$ cat src/rtl/enoc_switch_control_credit.sv
// rtl/enoc_switch_control_credit.sv - credit-based ENoC crossbar switch controller
//
// Purpose:
//   Arbitrates N router input units onto M output ports. Each output has its
//   own round-robin arbiter, a downstream credit counter and a wormhole lock
//   that keeps the output with one input until that packet's tail flit passes.
//
// Ports:
//   clk              rising-edge clock
//   reset_n          asynchronous active-low reset
//   ce               clock enable; state frozen and grants zero while low
//   i_output_req     [0:N-1][0:M-1] per-input one-hot (or zero) output request
//   i_tail           [0:N-1] requesting flit of input i is a packet tail
//   i_credit_return  [0:M-1] one-cycle pulse, downstream freed a slot on output j
//   o_output_grant   [0:M-1][0:N-1] output j grants input i (combinational)
//   o_credit_count   [0:M-1][CW-1:0] current credits per output
//   o_locked         [0:M-1] output j held by an in-progress packet
//   o_credit_err     [0:M-1] sticky credit-overflow flag per output

module enoc_switch_control_credit #(
  parameter int N       = 5,
  parameter int M       = 5,
  parameter int CREDITS = 4,
  parameter int CW      = $clog2(CREDITS + 1)
) (
  input  logic                    clk,
  input  logic                    reset_n,
  input  logic                    ce,
  input  logic [0:N-1][0:M-1]     i_output_req,
  input  logic [0:N-1]            i_tail,
  input  logic [0:M-1]            i_credit_return,
  output logic [0:M-1][0:N-1]     o_output_grant,
  output logic [0:M-1][CW-1:0]    o_credit_count,
  output logic [0:M-1]            o_locked,
  output logic [0:M-1]            o_credit_err
);

  localparam int NW = (N > 1) ? $clog2(N) : 1;
  localparam logic [CW-1:0] CRED_MAX = CW'(CREDITS);
  localparam logic [NW-1:0] LAST_IN  = NW'(N - 1);

  // Registered per-output state
  logic [0:M-1][CW-1:0] credit_q, credit_d;
  logic [0:M-1][NW-1:0] ptr_q,    ptr_d;
  logic [0:M-1][NW-1:0] owner_q,  owner_d;
  logic [0:M-1]         lock_q,   lock_d;
  logic [0:M-1]         err_q,    err_d;

  // Arbitration results
  logic [0:M-1][0:N-1]  req_t;
  logic [0:M-1][0:N-1]  grant;
  logic [0:M-1]         gnt_any;
  logic [0:M-1][NW-1:0] gnt_idx;
  logic [0:M-1]         gnt_tail;

  // Transpose so each output sees its own request column
  always_comb begin
    req_t = '0;
    for (int j = 0; j < M; j++) begin
      for (int i = 0; i < N; i++) begin
        req_t[j][i] = i_output_req[i][j];
      end
    end
  end

  // Per-output arbiter. Grants are gated by reset so nothing leaks out while
  // reset_n is low even though requests are combinational inputs.
  always_comb begin
    int  idx;
    logic found;
    grant    = '0;
    gnt_any  = '0;
    gnt_idx  = '0;
    gnt_tail = '0;
    idx      = 0;
    found    = 1'b0;
    for (int j = 0; j < M; j++) begin
      found = 1'b0;
      if (reset_n && ce && (credit_q[j] != '0)) begin
        if (lock_q[j]) begin
          // Mid-packet: only the owner may continue; otherwise a bubble.
          for (int i = 0; i < N; i++) begin
            if ((NW'(i) == owner_q[j]) && req_t[j][i]) begin
              found       = 1'b1;
              grant[j][i] = 1'b1;
              gnt_idx[j]  = NW'(i);
              gnt_tail[j] = i_tail[i];
            end
          end
        end else begin
          // Round-robin scan starting at the pointer, wrapping at N.
          for (int k = 0; k < N; k++) begin
            idx = int'(ptr_q[j]) + k;
            if (idx >= N) begin
              idx = idx - N;
            end
            if (!found && req_t[j][idx]) begin
              found         = 1'b1;
              grant[j][idx] = 1'b1;
              gnt_idx[j]    = NW'(idx);
              gnt_tail[j]   = i_tail[idx];
            end
          end
        end
      end
      gnt_any[j] = found;
    end
  end

  // Next-state: credits, pointer, lock, owner, error flag
  always_comb begin
    credit_d = credit_q;
    ptr_d    = ptr_q;
    owner_d  = owner_q;
    lock_d   = lock_q;
    err_d    = err_q;
    if (ce) begin
      for (int j = 0; j < M; j++) begin
        // Simultaneous grant and return cancel out.
        if (gnt_any[j] && !i_credit_return[j]) begin
          credit_d[j] = credit_q[j] - CW'(1);
        end else if (!gnt_any[j] && i_credit_return[j]) begin
          if (credit_q[j] == CRED_MAX) begin
            err_d[j] = 1'b1;
          end else begin
            credit_d[j] = credit_q[j] + CW'(1);
          end
        end

        if (gnt_any[j]) begin
          if (gnt_tail[j]) begin
            lock_d[j] = 1'b0;
            ptr_d[j]  = (gnt_idx[j] == LAST_IN) ? '0 : gnt_idx[j] + NW'(1);
          end else begin
            // Head flit moves the pointer; body flits leave it alone.
            if (!lock_q[j]) begin
              ptr_d[j] = (gnt_idx[j] == LAST_IN) ? '0 : gnt_idx[j] + NW'(1);
            end
            lock_d[j]  = 1'b1;
            owner_d[j] = gnt_idx[j];
          end
        end
      end
    end
  end

  always_ff @(posedge clk or negedge reset_n) begin
    if (!reset_n) begin
      credit_q <= {M{CRED_MAX}};
      ptr_q    <= '0;
      owner_q  <= '0;
      lock_q   <= '0;
      err_q    <= '0;
    end else begin
      credit_q <= credit_d;
      ptr_q    <= ptr_d;
      owner_q  <= owner_d;
      lock_q   <= lock_d;
      err_q    <= err_d;
    end
  end

  assign o_output_grant = grant;
  assign o_credit_count = credit_q;
  assign o_locked       = lock_q;
  assign o_credit_err   = err_q;

endmodule

$ cat config.mk
export PLATFORM = sky130hd
export DESIGN_NAME = enoc_switch_control_credit
export DESIGN_NICKNAME = d
export VERILOG_FILES = /design/src/rtl/enoc_switch_control_credit.sv
export SDC_FILE = /design/constraint.sdc
export NUM_CORES = 1
export LEC_CHECK = 0
export ABC_CLOCK_PERIOD_IN_PS = 7180
export BUFFER_PORTS_ARGS = -buffer_cell sky130_fd_sc_hd__buf_2
export CAP_MARGIN = 20
export CORE_MARGIN = 4
export CORE_UTILIZATION = 50
export DETAILED_ROUTE_END_ITERATION = 10
export GPL_ROUTABILITY_DRIVEN = 1
export GPL_TIMING_DRIVEN = 0
export PLACE_DENSITY = 0.64
export SYNTH_ARGS = -nofsm -noshare
export SYNTH_HDL_FRONTEND = slang
export SYNTH_SLANG_ARGS = --single-unit
$ cat constraint.sdc
create_clock -name clk -period 7.18 [get_ports clk]
set_input_delay 0.359 -clock clk [delete_from_list [all_inputs] [get_ports clk]]
set_output_delay 0.359 -clock clk [all_outputs]
set_load 0.1 [all_outputs]
==> results.sh <==
export IMPL_status="completed"
export IMPL_drc_errors=0
export IMPL_cts_tree="done"
export IMPL_synth_area_um2=13600
export IMPL_ctsHoldBuffers=0
export IMPL_arrival_ns=6.23
export IMPL_insertion_delay_ns=0.32
export IMPL_port_buffers=80
export IMPL_cp_max_fo=11
export IMPL_path_clk_slew_ns=0.08
export IMPL_vias_per_cell=7.02
export IMPL_finalClockSkew_ns=0.00422
export IMPL_antenna_left=0
export IMPL_final_common_cell="nand2_1"
export IMPL_ys_ff_latch=55
export IMPL_syn_avg_cell_area_um2=7.15
export IMPL_die_area_um2=29800
export IMPL_maxSlewViolCount=0
export IMPL_seq_area_frac_synth_pct=10.2
export IMPL_worst_setup_path_start_kind="flip-flop"
export IMPL_dr_pass1_iters=6
export IMPL_layout_common_cells="nand2_1, a21oi_1, nor2_1, buf_2, o21ai_0"
export IMPL_grt_pass1_wl_um=82100
export IMPL_cts_resized=0
export IMPL_die_x_um=173
export IMPL_netlist_instances=1895
export IMPL_antenna_found_initial=1
export IMPL_synth_edf_count=0
export IMPL_numCtsBuffers=5
export IMPL_tns_ns=0
export IMPL_wire_per_inst_um=22.7
export IMPL_first_iter_violations=2254
export IMPL_maxSlewHeadroom_pct=24.1
export IMPL_maxCapViolCount=0
export IMPL_num_vias=16300
export IMPL_grt_util_all_layers_pct=33.2
export IMPL_start_util_pct=50.6
export IMPL_htree_levels=2
export IMPL_cts_sinks=55
export IMPL_post_route_period_util_pct=91.8
export IMPL_grt_pass1_vias=14700
export IMPL_area_delta_synth_final_pct=7.50
export IMPL_hpwlAfterDp_um=40300
export IMPL_holdCritPathClass="input port to asynchronous set/reset pin"
export IMPL_synth_flop_cell="dfrtp_1"
export IMPL_syn_num_nets=2028
export IMPL_crit_type="flip-flop to primary output"
export IMPL_ios=88
export IMPL_finalCriticalPeriod_ns=6.59
export IMPL_tightest_slew_ns=1.11
export IMPL_final_area_um2=14600
export IMPL_synth_cell_types=113
export IMPL_setup_viol=0
export IMPL_globalplace_congestion=1.05
export IMPL_hold_viol_final=0
export IMPL_rsz0062_at_grt="no"
export IMPL_critPathCaptureType="primary output"
export IMPL_num_antenna_cells=0
export IMPL_ys_warn_count=0
export IMPL_async_flop_share_pct=100
export IMPL_core_area_um2=26800
export IMPL_clk_path_buf_depth=2
export IMPL_drt_wl_total_um=52800
export IMPL_rows=60
export IMPL_reg2reg_depth=17
export IMPL_root_buffer="clkbuf_16"
export IMPL_grt_overflow=0
export IMPL_max_freq_ghz=0.152
export IMPL_fin_nets=2118
export IMPL_placed_area_um2=14400
export IMPL_crit_required_ns=6.82
export IMPL_grt_max_degree=31
export IMPL_drive_above_1_share_pct=11.8
export IMPL_postCtsSetupBuffers=0
export IMPL_die_h_um=173
## kinds of logic (layout without fill, tap and decap cells)
family	Yosys count	after routing	share of synthesized area, %
buffers and inverters	221	312	6.96
AO/OA/AOI/OAI	695	695	36.7
adder cells (fa/ha/maj)	95	95	9.32
flip-flops	55	55	10.2
XOR/XNOR	39	39	2.63
multiplexers	77	77	6.82
AND/OR/NAND/NOR	713	713	27.3
## per-layer routing
layer  share of wire (%)  track usage, %
met5               0.025               0
met4                 3.3            10.5
met3                  11            6.36
met2                  43            50.1
met1                  43            47.8
## Yosys cell counts, types with 27 or more instances
cell type    n  share of area [%]
a31oi_1     37                1.7
nand3_1     60                2.2
xnor2_1     31                2.0
ha_1        85                7.8
nor3_1      64                2.4
nor2_1     123                3.4
o31ai_1     27                1.5
a211oi_1    37                2.0
buf_2       35                1.3
dfrtp_1     50                9.2
inv_1      106                2.9
o21ai_0    109                4.0
and2_1      30                1.4
nand2_1    184                5.1
clkbuf_1    59                1.6
nand2b_1    33                1.5
nor2b_1     43                2.0
a21oi_1    143                5.3
mux2i_1     48                3.5
## flip-flops by register name, indices dropped and copies added (netlist names)
name            flops
o_locked            5
o_credit_count     15
ptr_q              15
o_credit_err        5
owner_q            15
## path summary, 6_finish.rpt
check                                             from                        endpoint  slack [ns]
setup / recovery                  ptr_q[6]$_DFFE_PN0P_              o_output_grant[12]        0.59
hold / removal                                 reset_n            ptr_q[5]$_DFFE_PN0P_         0.1
setup reg to reg                  ptr_q[1]$_DFFE_PN0P_            ptr_q[2]$_DFFE_PN0P_        1.12
hold reg to reg            o_credit_err[0]$_DFFE_PN0P_     o_credit_err[0]$_DFFE_PN0P_        0.47
max in group asynchronous                      reset_n  o_credit_count[11]$_DFFE_PN1P_        6.37
min in group clk                    i_credit_return[0]     o_credit_err[0]$_DFFE_PN0P_        0.43
## worst max-delay path, stage by stage, from the launching register on
cell and delay, ns:
dfrtp_1 0.55, buf_4 0.26, inv_1 0.09, clkbuf_1 0.51, ha_1 0.44, ha_1 0.29
clkbuf_1 0.22, o32ai_1 0.75, a221oi_2 0.24, or4_1 0.62, buf_6 0.17, nor3_1 0.44
and3_1 0.31, nand2_1 0.08, a311oi_1 0.42, buf_2 0.52
## area by class of cell
cell class | instances | area, µm²
Buffer | 111 | 531
Clock buffer | 7 | 153
Clock inverter | 1 | 7.51
Fill cell | 2732 | 12200
Inverter | 110 | 413
Multi-Input combinational cell | 1619 | 11200
Sequential cell | 55 | 1380
Tap cell | 341 | 427
Timing Repair Buffer | 83 | 430
## per-stage QoR
step	cells	setup WS, ns	util, %	hold slack, ns
2_1_floorplan	1895	0.618	-	0.0634
3_3_place_gp	2316	1.10	53.7	0.448
3_5_place_dp	2319	1.15	53.8	0.455
4_1_cts	2327	0.795	54.4	0.126
5_1_grt	2327	0.364	54.4	0.158
6_report	2327	0.591	54.4	0.0964
Power is not shown: default switching activity piles up to over one toggle a cycle in this logic, so the estimate is an artifact.
